### config.mk
export PLATFORM = sky130hd
export DESIGN_NAME = ecliptic_fcmp_issue
export DESIGN_NICKNAME = d
export VERILOG_FILES = /design/src/rtl/ecliptic_fcmp_pkg.sv /design/src/rtl/ecliptic_fcmp_fifo.sv /design/src/rtl/ecliptic_fcmp_issue.sv
export SDC_FILE = /design/constraint.sdc
export NUM_CORES = 1
export LEC_CHECK = 0
export ABC_AREA = 1
export CORE_MARGIN = 10
export CORE_UTILIZATION = 50
export DETAILED_ROUTE_END_ITERATION = 16
export DONT_BUFFER_PORTS = 1
export PLACE_DENSITY = 0.67
export SYNTH_ARGS = -nofsm -noshare
export SYNTH_HDL_FRONTEND = slang
export SYNTH_HIERARCHICAL = 1
export SYNTH_SLANG_ARGS = --single-unit
### constraint.sdc
create_clock -name clk -period 9.75 [get_ports clk]
set_input_delay 0 -clock clk [delete_from_list [all_inputs] [get_ports clk]]
set_output_delay 0 -clock clk [all_outputs]
set_load 0.02 [all_outputs]
### src/rtl/ecliptic_fcmp_pkg.sv
// ecliptic_fcmp_pkg
//   Shared definitions for the FP comparison issue/writeback stage:
//   the op encoding, the canonical quiet NaN, fflags bit positions and
//   local NaN classification helpers.
package ecliptic_fcmp_pkg;

  typedef enum logic [2:0] {
    FCMP_MIN = 3'd0,
    FCMP_MAX = 3'd1,
    FCMP_EQ  = 3'd2,
    FCMP_LT  = 3'd3,
    FCMP_LE  = 3'd4
  } fcmp_op_e;

  localparam logic [31:0] CANONICAL_NAN = 32'h7FC0_0000;

  // Bit positions inside the 5-bit {NV,DZ,OF,UF,NX} exception vector.
  localparam int FFLAG_NV = 4;
  localparam int FFLAG_DZ = 3;
  localparam int FFLAG_OF = 2;
  localparam int FFLAG_UF = 1;
  localparam int FFLAG_NX = 0;

  // Per-operand classification carried alongside an op.
  typedef struct packed {
    logic nan;
    logic snan;
  } fcmp_class_t;

  function automatic logic is_nan(input logic [31:0] f);
    return (f[30:23] == 8'hFF) && (f[22:0] != 23'd0);
  endfunction

  // A signalling NaN has the quiet bit (mantissa MSB) clear.
  function automatic logic is_snan(input logic [31:0] f);
    return is_nan(f) && !f[22];
  endfunction

  function automatic fcmp_class_t classify(input logic [31:0] f);
    fcmp_class_t c;
    c.nan  = is_nan(f);
    c.snan = is_snan(f);
    return c;
  endfunction

endpackage

### src/rtl/ecliptic_fcmp_fifo.sv
// ecliptic_fcmp_fifo
//   Parameterised synchronous FIFO with a registered head.
//   The head word lives in its own register so rdata never comes through
//   the storage read mux; it is held stable until a pop.
// Ports:
//   clk, rst      clock, synchronous active-high reset (empties the FIFO)
//   push, wdata   write request and data (ignored when full)
//   pop           read request (ignored when empty)
//   rdata         head entry (valid while ~empty)
//   empty, full   status flags
module ecliptic_fcmp_fifo #(
  parameter int WIDTH = 32,
  parameter int DEPTH = 4
) (
  input  logic             clk,
  input  logic             rst,
  input  logic             push,
  input  logic [WIDTH-1:0] wdata,
  input  logic             pop,
  output logic [WIDTH-1:0] rdata,
  output logic             empty,
  output logic             full
);

  localparam int AW = $clog2(DEPTH);

  logic [WIDTH-1:0] mem [DEPTH];
  logic [AW-1:0]    wr_ptr;
  logic [AW-1:0]    rd_ptr;
  logic [AW:0]      count;
  logic [WIDTH-1:0] head;
  logic             do_push;
  logic             do_pop;

  assign empty   = (count == '0);
  assign full    = (count == (AW+1)'(DEPTH));
  assign do_push = push & ~full;
  assign do_pop  = pop & ~empty;
  assign rdata   = head;

  always_ff @(posedge clk) begin
    if (do_push) begin
      mem[wr_ptr] <= wdata;
    end
  end

  always_ff @(posedge clk) begin
    if (rst) begin
      wr_ptr <= '0;
      rd_ptr <= '0;
      count  <= '0;
      head   <= '0;
    end else begin
      if (do_push) begin
        wr_ptr <= wr_ptr + AW'(1);
      end
      if (do_pop) begin
        rd_ptr <= rd_ptr + AW'(1);
      end
      case ({do_push, do_pop})
        2'b10:   count <= count + (AW+1)'(1);
        2'b01:   count <= count - (AW+1)'(1);
        default: count <= count;
      endcase
      // Keep head equal to the oldest stored entry. On a pop with more
      // than one entry the next entry is already in storage; with exactly
      // one entry only a same-cycle write can refill the head.
      if (do_pop) begin
        if (count > (AW+1)'(1)) begin
          head <= mem[rd_ptr + AW'(1)];
        end else if (do_push) begin
          head <= wdata;
        end
      end else if (do_push && empty) begin
        head <= wdata;
      end
    end
  end

endmodule

### src/rtl/ecliptic_fcmp_issue.sv
// ecliptic_fcmp_issue
//   Issue and writeback stage around the single-precision FP comparison
//   unit. Ops are registered, sent to the unit one cycle later, and the
//   unit's one-cycle-latency results are merged with locally computed NaN
//   information to form the architectural result and NV flag. Tagged
//   results queue in a FIFO toward FP writeback, in acceptance order.
// Ports:
//   clk, rst                         clock, synchronous active-high reset
//   in_valid/in_ready/in_op/in_src1/in_src2/in_tag   op input
//   cmp_req/cmp_src1/cmp_src2        request to the comparison unit
//   cmp_minimum/cmp_maximum/cmp_lt/cmp_le/cmp_eq/cmp_ack   unit results
//   out_valid/out_ready/out_result/out_tag/out_fflags      result output
//
// Handshake: a transfer happens on a rising edge where valid & ready are
// both high; valid never waits on ready, and in_ready depends only on the
// local occupancy count (never combinationally on out_ready).
module ecliptic_fcmp_issue
  import ecliptic_fcmp_pkg::*;
#(
  parameter int TAG_W = 5,
  parameter int DEPTH = 4
) (
  input  logic             clk,
  input  logic             rst,
  input  logic             in_valid,
  output logic             in_ready,
  input  logic [2:0]       in_op,
  input  logic [31:0]      in_src1,
  input  logic [31:0]      in_src2,
  input  logic [TAG_W-1:0] in_tag,
  output logic             cmp_req,
  output logic [31:0]      cmp_src1,
  output logic [31:0]      cmp_src2,
  input  logic [31:0]      cmp_minimum,
  input  logic [31:0]      cmp_maximum,
  input  logic             cmp_lt,
  input  logic             cmp_le,
  input  logic             cmp_eq,
  input  logic             cmp_ack,
  output logic             out_valid,
  input  logic             out_ready,
  output logic [31:0]      out_result,
  output logic [TAG_W-1:0] out_tag,
  output logic [4:0]       out_fflags
);

  localparam int CNT_W = $clog2(DEPTH + 1);
  localparam int ENT_W = 32 + TAG_W + 5;

  // Ops accepted but not yet popped: issue register + unit + FIFO.
  // Bounding this by DEPTH guarantees a FIFO write never finds it full.
  logic [CNT_W-1:0] cnt;
  logic             accept;
  logic             pop;

  // Issue register (feeds the unit).
  logic             iss_valid;
  logic [2:0]       iss_op;
  logic [TAG_W-1:0] iss_tag;
  logic [31:0]      iss_src1;
  logic [31:0]      iss_src2;
  fcmp_class_t      iss_cls1;
  fcmp_class_t      iss_cls2;

  // Metadata register, aligned with cmp_ack.
  logic             md_valid;
  logic [2:0]       md_op;
  logic [TAG_W-1:0] md_tag;
  logic [31:0]      md_src1;
  logic [31:0]      md_src2;
  fcmp_class_t      md_cls1;
  fcmp_class_t      md_cls2;

  logic [31:0]      res;
  logic [4:0]       flags;
  logic             any_nan;
  logic             fifo_push;
  logic             fifo_empty;
  logic             fifo_full;
  logic [ENT_W-1:0] fifo_head;

  assign in_ready = ~rst & (cnt < CNT_W'(DEPTH));
  assign accept   = in_valid & in_ready;
  assign pop      = out_valid & out_ready;

  assign cmp_req  = iss_valid;
  assign cmp_src1 = iss_src1;
  assign cmp_src2 = iss_src2;

  always_ff @(posedge clk) begin
    if (rst) begin
      cnt <= '0;
    end else begin
      case ({accept, pop})
        2'b10:   cnt <= cnt + CNT_W'(1);
        2'b01:   cnt <= cnt - CNT_W'(1);
        default: cnt <= cnt;
      endcase
    end
  end

  always_ff @(posedge clk) begin
    if (rst) begin
      iss_valid <= 1'b0;
      iss_op    <= '0;
      iss_tag   <= '0;
      iss_src1  <= '0;
      iss_src2  <= '0;
      iss_cls1  <= '0;
      iss_cls2  <= '0;
    end else begin
      iss_valid <= accept;
      if (accept) begin
        iss_op   <= in_op;
        iss_tag  <= in_tag;
        iss_src1 <= in_src1;
        iss_src2 <= in_src2;
        iss_cls1 <= classify(in_src1);
        iss_cls2 <= classify(in_src2);
      end
    end
  end

  always_ff @(posedge clk) begin
    if (rst) begin
      md_valid <= 1'b0;
      md_op    <= '0;
      md_tag   <= '0;
      md_src1  <= '0;
      md_src2  <= '0;
      md_cls1  <= '0;
      md_cls2  <= '0;
    end else begin
      md_valid <= iss_valid;
      if (iss_valid) begin
        md_op   <= iss_op;
        md_tag  <= iss_tag;
        md_src1 <= iss_src1;
        md_src2 <= iss_src2;
        md_cls1 <= iss_cls1;
        md_cls2 <= iss_cls2;
      end
    end
  end

  // Result formation. NaN handling uses only the local classification;
  // the unit's outputs are used only when both operands are numbers.
  assign any_nan = md_cls1.nan | md_cls2.nan;

  always_comb begin
    res   = '0;
    flags = '0;
    case (md_op)
      FCMP_MIN, FCMP_MAX: begin
        if (md_cls1.nan && md_cls2.nan) begin
          res = CANONICAL_NAN;
        end else if (md_cls1.nan) begin
          res = md_src2;
        end else if (md_cls2.nan) begin
          res = md_src1;
        end else if (md_op == FCMP_MIN) begin
          res = cmp_minimum;
        end else begin
          res = cmp_maximum;
        end
        flags[FFLAG_NV] = md_cls1.snan | md_cls2.snan;
      end
      FCMP_EQ: begin
        res[0]          = ~any_nan & cmp_eq;
        flags[FFLAG_NV] = md_cls1.snan | md_cls2.snan;
      end
      FCMP_LT: begin
        res[0]          = ~any_nan & cmp_lt;
        flags[FFLAG_NV] = any_nan;
      end
      FCMP_LE: begin
        res[0]          = ~any_nan & cmp_le;
        flags[FFLAG_NV] = any_nan;
      end
      default: begin
        res   = '0;
        flags = '0;
      end
    endcase
  end

  // An ack with no metadata behind it is a stray and is dropped. The
  // full check is redundant with the cnt bound but keeps the FIFO safe.
  assign fifo_push = md_valid & cmp_ack & ~fifo_full;

  ecliptic_fcmp_fifo #(
    .WIDTH (ENT_W),
    .DEPTH (DEPTH)
  ) u_fifo (
    .clk   (clk),
    .rst   (rst),
    .push  (fifo_push),
    .wdata ({res, md_tag, flags}),
    .pop   (pop),
    .rdata (fifo_head),
    .empty (fifo_empty),
    .full  (fifo_full)
  );

  assign out_valid                           = ~fifo_empty;
  assign {out_result, out_tag, out_fflags}   = fifo_head;

endmodule

==> tab_implementation.tex <==
\begin{tabular}{lr}
\hline
Metric & Value \\
\hline
\multicolumn{2}{l}{\textbf{Setup path}} \\
\quad Kind of capture point of the worst setup path & register \\
\quad Kind of launch point of the worst setup path & register \\
\quad Required arrival time at the worst endpoint & 10.20 ns \\
\quad Biggest fanout along the worst timing path & 21 \\
\quad Most common cell on crit path & sky130\_fd\_sc\_hd\_\_a21oi\_1 \\
\quad Cell at the slowest stage of the critical path & sky130\_fd\_sc\_hd\_\_nor2\_4 \\
\quad Worst EP arrival & 3.67 ns \\
\quad Start-to-end type of the worst setup path & reg2reg \\
\quad Delay contributed by the slowest stage of the critical path & 0.62 ns \\
\quad Cell breakdown of the critical path & nor2\_4 > inv\_2 > a21oi\_1 > o21ai\_1 > dlygate4sd3\_1 > a21oi\_1 > inv\_1 > nand2\_1 > a21oi\_1 > nor2\_1 \\
\multicolumn{2}{l}{\textbf{Die}} \\
\quad Core Region & 31800 sq um \\
\quad Die area & 40100 sq um \\
\quad Count of boundary I/O pins & 253 \\
\quad Width of the die & 200 um \\
\quad Die Y-Extent & 200 um \\
\quad Initial core utilization & 51.0\% \\
\quad Row count & 65 \\
\multicolumn{2}{l}{\textbf{STA}} \\
\quad RSZ-0062 raised after global routing & no \\
\quad Setup skew after layout & 0.0192 ns \\
\quad Achievable clock frequency & 310 MHz \\
\quad Final critical-path share of the clock period & 33.1\% \\
\quad Relative slew slack & 22.1\% \\
\quad Measured slew at the worst slew-check pin & 1.17 ns \\
\quad Count of pins over their slew limit & 0 \\
\quad Final-report hold violation count & 5 \\
\quad Total setup violations reported at the end of the flow & 0 \\
\quad Final-layout setup total negative slack & 0 ns \\
\quad Minimum period implied by the final worst setup slack & 3.22 ns \\
\quad Hold Slack & -0.0404 ns \\
\multicolumn{2}{l}{\textbf{Clock tree}} \\
\quad CTS H-tree lvls & 2 \\
\quad Number of buffers created by CTS & 40 \\
\quad Clock net sink count & 374 \\
\quad Insertion delay of the later-clocked pin in the worst-skew pair & 0.53 ns \\
\quad Buffer levels on the longest clock path & 3 \\
\quad Number of gates resized after CTS & 0 \\
\quad Clock slew at the register clock pins of the worst setup and hold paths & 0.06 ns \\
\quad Number of buffers inserted for hold repair after clock tree synthesis & 90 \\
\quad Root buf cell & sky130\_fd\_sc\_hd\_\_clkbuf\_16 \\
\quad CTS tree & done \\
\quad Number of buffers added for setup after CTS & 0 \\
\multicolumn{2}{l}{\textbf{Layout}} \\
\quad Post-synthesis to final-layout area growth & 14.4\% \\
\quad Number of cells in the finished layout apart from fillers & 2347 \\
\quad Share of cells above drive strength 1 & 7.64\% \\
\quad Post-layout net count & 2036 \\
\multicolumn{2}{l}{\textbf{Detailed routing}} \\
\quad Final routed DRC violation total & 0 \\
\quad Remaining antenna violation count & 0 \\
\quad Wire length after detailed routing & 45.1 mm \\
\quad Mean number of vias per cell & 5.31 \\
\quad Per-cell routed wire length & 19.2 um \\
\quad Via total after detailed routing & 12500 \\
\quad Sum of routed wire segments on met1 & 18.8 mm \\
\quad Iteration-0 DRC count of the detailed router & 1006 \\
\quad Met2 wirelength from detailed routing & 20.9 mm \\
\quad Met3 WL & 4.39 mm \\
\quad Highest routed layer & met4 \\
\quad 1st-pass router iterations & 7 \\
\multicolumn{2}{l}{\textbf{GRT}} \\
\quad Gr usage total & 21.5\% \\
\quad Initial antenna violation count & 0 \\
\quad First-pass GRT wire length & 69.6 mm \\
\quad Via count of the first global-routing pass & 12300 \\
\quad Largest net degree at the start of global routing & 159 \\
\quad Leftover overflow at the end of global routing & 0 \\
\multicolumn{2}{l}{\textbf{Worst hold path}} \\
\quad Type of the tightest min-delay check & in2reg \\
\multicolumn{2}{l}{\textbf{Run status}} \\
\quad Run status & finished with violations \\
\quad Violated checks & hold timing \\
\multicolumn{2}{l}{\textbf{Place}} \\
\quad Post-detailed-placement half-perimeter wirelength & 28.8 mm \\
\quad Port buffer count & 0 \\
\quad Routability cong. & 0.849 \\
\quad Placed Instances & 2184 \\
\multicolumn{2}{l}{\textbf{Yosys}} \\
\quad Parity-gate share of the synthesized area counting xor and xnor cells & 0.162\% \\
\quad Post-Synth Simple-Gate Area & 19.0\% \\
\quad Post-synth cell types & 34 \\
\quad Sequential element share of the synthesized area & 56.5\% \\
\quad Post-Synthesis Cell Area & 16200 sq um \\
\quad Post-synthesis share of cell area spent on full adders, half adders and majority gates & 0.894\% \\
\quad Number of flops mapped to enable cells by yosys & 168 \\
\quad Multiplexer area fraction after synthesis & 0\% \\
\quad Share of async-settable or async-resettable flops after synthesis & 0\% \\
\quad Post-synthesis average cell area & 8.86 sq um \\
\quad Largest family of logic cells by synthesized area & simple AND/OR/NAND/NOR gates \\
\quad Warning count from the yosys run & 6 \\
\quad Most frequently used flop master after synthesis & sky130\_fd\_sc\_hd\_\_dfxtp\_1 \\
\quad Area fraction in compound gates after synthesis & 14.8\% \\
\quad Register bit total from synthesis & 374 \\
\quad Synthesized instance count & 1831 \\
\multicolumn{2}{l}{\textbf{Pwr}} \\
\quad Leakage & 7.41 nW \\
\quad Power density over cell area & 193 nW/um\^{}2 \\
\quad VDD IR max & 125 uV \\
\multicolumn{2}{l}{\textbf{Flow run}} \\
\quad Max-capacitance violation count & 0 \\
\hline
\end{tabular}
## final cells by class
| cell class | instances | area (sq um) |
|---|---|---|
| sequential | 374 | 9170 |
| multi-input combinational | 1150 | 5760 |
| antenna | 1 | 2.50 |
| clock inverter | 16 | 143 |
| tap | 435 | 544 |
| inverter | 213 | 800 |
| clock buffer | 56 | 1130 |
| fill | 2700 | 13200 |
| timing repair buffer | 102 | 1010 |
## per-stage QoR
step / utilization, % / total power [mW] / setup WS (ns) / hold WS, ns / instance area (sq um)
2_1_floorplan: - / 2.03 / 6.32 / 0.0315 / 16300
3_3_place_gp: 51.5 / 2.10 / 6.74 / 0.0581 / 16400
3_5_place_dp: 51.5 / 2.11 / 6.65 / 0.0674 / 16400
4_1_cts: 58.4 / 3.61 / 6.53 / 0.00112 / 18600
5_1_grt: 58.4 / 3.73 / 6.24 / 0.0154 / 18600
6_report: 58.4 / 3.59 / 6.53 / -0.0404 / 18600
## power by group
group          switching (mW)  total [mW]  leakage (nW)  internal, mW
registers              0.0805        1.80          3.22          1.72
logic                   0.221       0.327          3.56         0.106
clock network           0.600        1.47         0.626         0.865
total                   0.902        3.59          7.41          2.69
## layer usage
metal / global-route usage (%) / vias up
met5: 0 / -
li1: - / 6114
met3: 6.67 / 71
met2: 34.4 / 474
met4: 6.62 / 0
met1: 27.1 / 5805
## worst max-delay path: cells and delay by family (launching register included)
kind / cells / cell delay (ns)
buffers and inverters: 3 / 1.07
and+or+nand+nor: 3 / 0.83
DFF: 1 / 0.55
AOI/OAI and AO/OA: 4 / 0.71
## layout by cell type, fill, tap and decap left out, types with 2 or more instances in the layout
| cell type | instances |
|---|---|
| sky130_fd_sc_hd__o22ai_1 | 9 |
| sky130_fd_sc_hd__dfxtp_1 | 205 |
| sky130_fd_sc_hd__o21ai_1 | 16 |
| sky130_fd_sc_hd__bufinv_16 | 2 |
| sky130_fd_sc_hd__a211oi_2 | 49 |
| sky130_fd_sc_hd__nor2_4 | 7 |
| sky130_fd_sc_hd__o211ai_1 | 14 |
| sky130_fd_sc_hd__nand2_2 | 6 |
| sky130_fd_sc_hd__conb_1 | 20 |
| sky130_fd_sc_hd__clkbuf_1 | 10 |
| sky130_fd_sc_hd__a21oi_1 | 134 |
| sky130_fd_sc_hd__buf_4 | 12 |
| sky130_fd_sc_hd__edfxtp_1 | 168 |
| sky130_fd_sc_hd__clkbuf_16 | 41 |
| sky130_fd_sc_hd__nand2_4 | 2 |
| sky130_fd_sc_hd__nand3b_1 | 6 |
| sky130_fd_sc_hd__nand2_1 | 415 |
| sky130_fd_sc_hd__clkbuf_8 | 5 |
| sky130_fd_sc_hd__nor2_1 | 246 |
| sky130_fd_sc_hd__xor2_1 | 2 |
| sky130_fd_sc_hd__nor3_1 | 22 |
| sky130_fd_sc_hd__o21ai_0 | 21 |
| sky130_fd_sc_hd__dlygate4sd3_1 | 89 |
| sky130_fd_sc_hd__nand3_1 | 65 |
| sky130_fd_sc_hd__inv_2 | 8 |
| sky130_fd_sc_hd__a22oi_1 | 23 |
| sky130_fd_sc_hd__a211oi_1 | 78 |
| sky130_fd_sc_hd__inv_1 | 203 |
| sky130_fd_sc_hd__ha_1 | 10 |
| sky130_fd_sc_hd__clkinv_2 | 7 |
| sky130_fd_sc_hd__clkinv_1 | 6 |
## kinds of logic after synthesis
kind of cell             Yosys count
AND/OR/NAND/NOR                  771
flip-flops                       374
AO/OA/AOI/OAI                    345
buffers and inverters            326
adder cells (fa/ha/maj)           11
XOR/XNOR                           3
other                              1
## path summary, 6_finish.rpt
kind	start	to	slack, ns	cells after the start
hold / removal	rst	cmp_src1[31]	-0.04	2
hold reg to reg	md_cls2[0]	md_cls2[0]	0.46	2
setup / recovery	md_cls2[1]	u_fifo/rdata[13]	6.53	10
setup reg to reg	md_cls2[1]	u_fifo/rdata[13]	6.53	10
## flip-flops by register name, indices dropped and copies added, names as in the netlist, 5 cells and up
register      count
cmp_src1         32
cmp_src2         32
iss_tag           5
md_src1          32
md_src2          32
md_tag            5
u_fifo/mem      168
u_fifo/rdata     42
## Yosys cell counts, types with 2 or more instances
library cell               count  area share (%)
sky130_fd_sc_hd__dfxtp_1     206              25
sky130_fd_sc_hd__clkinv_1      2           0.046
sky130_fd_sc_hd__nor2_4        3            0.21
sky130_fd_sc_hd__nand3_1      65             2.0
sky130_fd_sc_hd__o211ai_1     14            0.65
sky130_fd_sc_hd__o21ai_1      16            0.49
sky130_fd_sc_hd__a22oi_1      23             1.1
sky130_fd_sc_hd__a21oi_1     134             4.1
sky130_fd_sc_hd__ha_1         10            0.77
sky130_fd_sc_hd__a211oi_2     49             3.8
sky130_fd_sc_hd__o22ai_1       9            0.35
sky130_fd_sc_hd__nand3b_1      6            0.28
sky130_fd_sc_hd__o21ai_0      21            0.65
sky130_fd_sc_hd__inv_1       203             4.7
sky130_fd_sc_hd__buf_2        62             1.9
sky130_fd_sc_hd__nor3_1       22            0.68
sky130_fd_sc_hd__nor2_1      250             5.8
sky130_fd_sc_hd__edfxtp_1    168              31
sky130_fd_sc_hd__clkbuf_1     18            0.42
sky130_fd_sc_hd__buf_4        15            0.69
sky130_fd_sc_hd__nand2_2       7            0.27
sky130_fd_sc_hd__buf_1        11            0.25
sky130_fd_sc_hd__nand2_1     415             9.6
sky130_fd_sc_hd__inv_2         8            0.19
sky130_fd_sc_hd__buf_6         7            0.49
sky130_fd_sc_hd__xor2_1        2            0.11
sky130_fd_sc_hd__a211oi_1     78             3.6
Note: power is estimated with default switching activity, not from simulation.
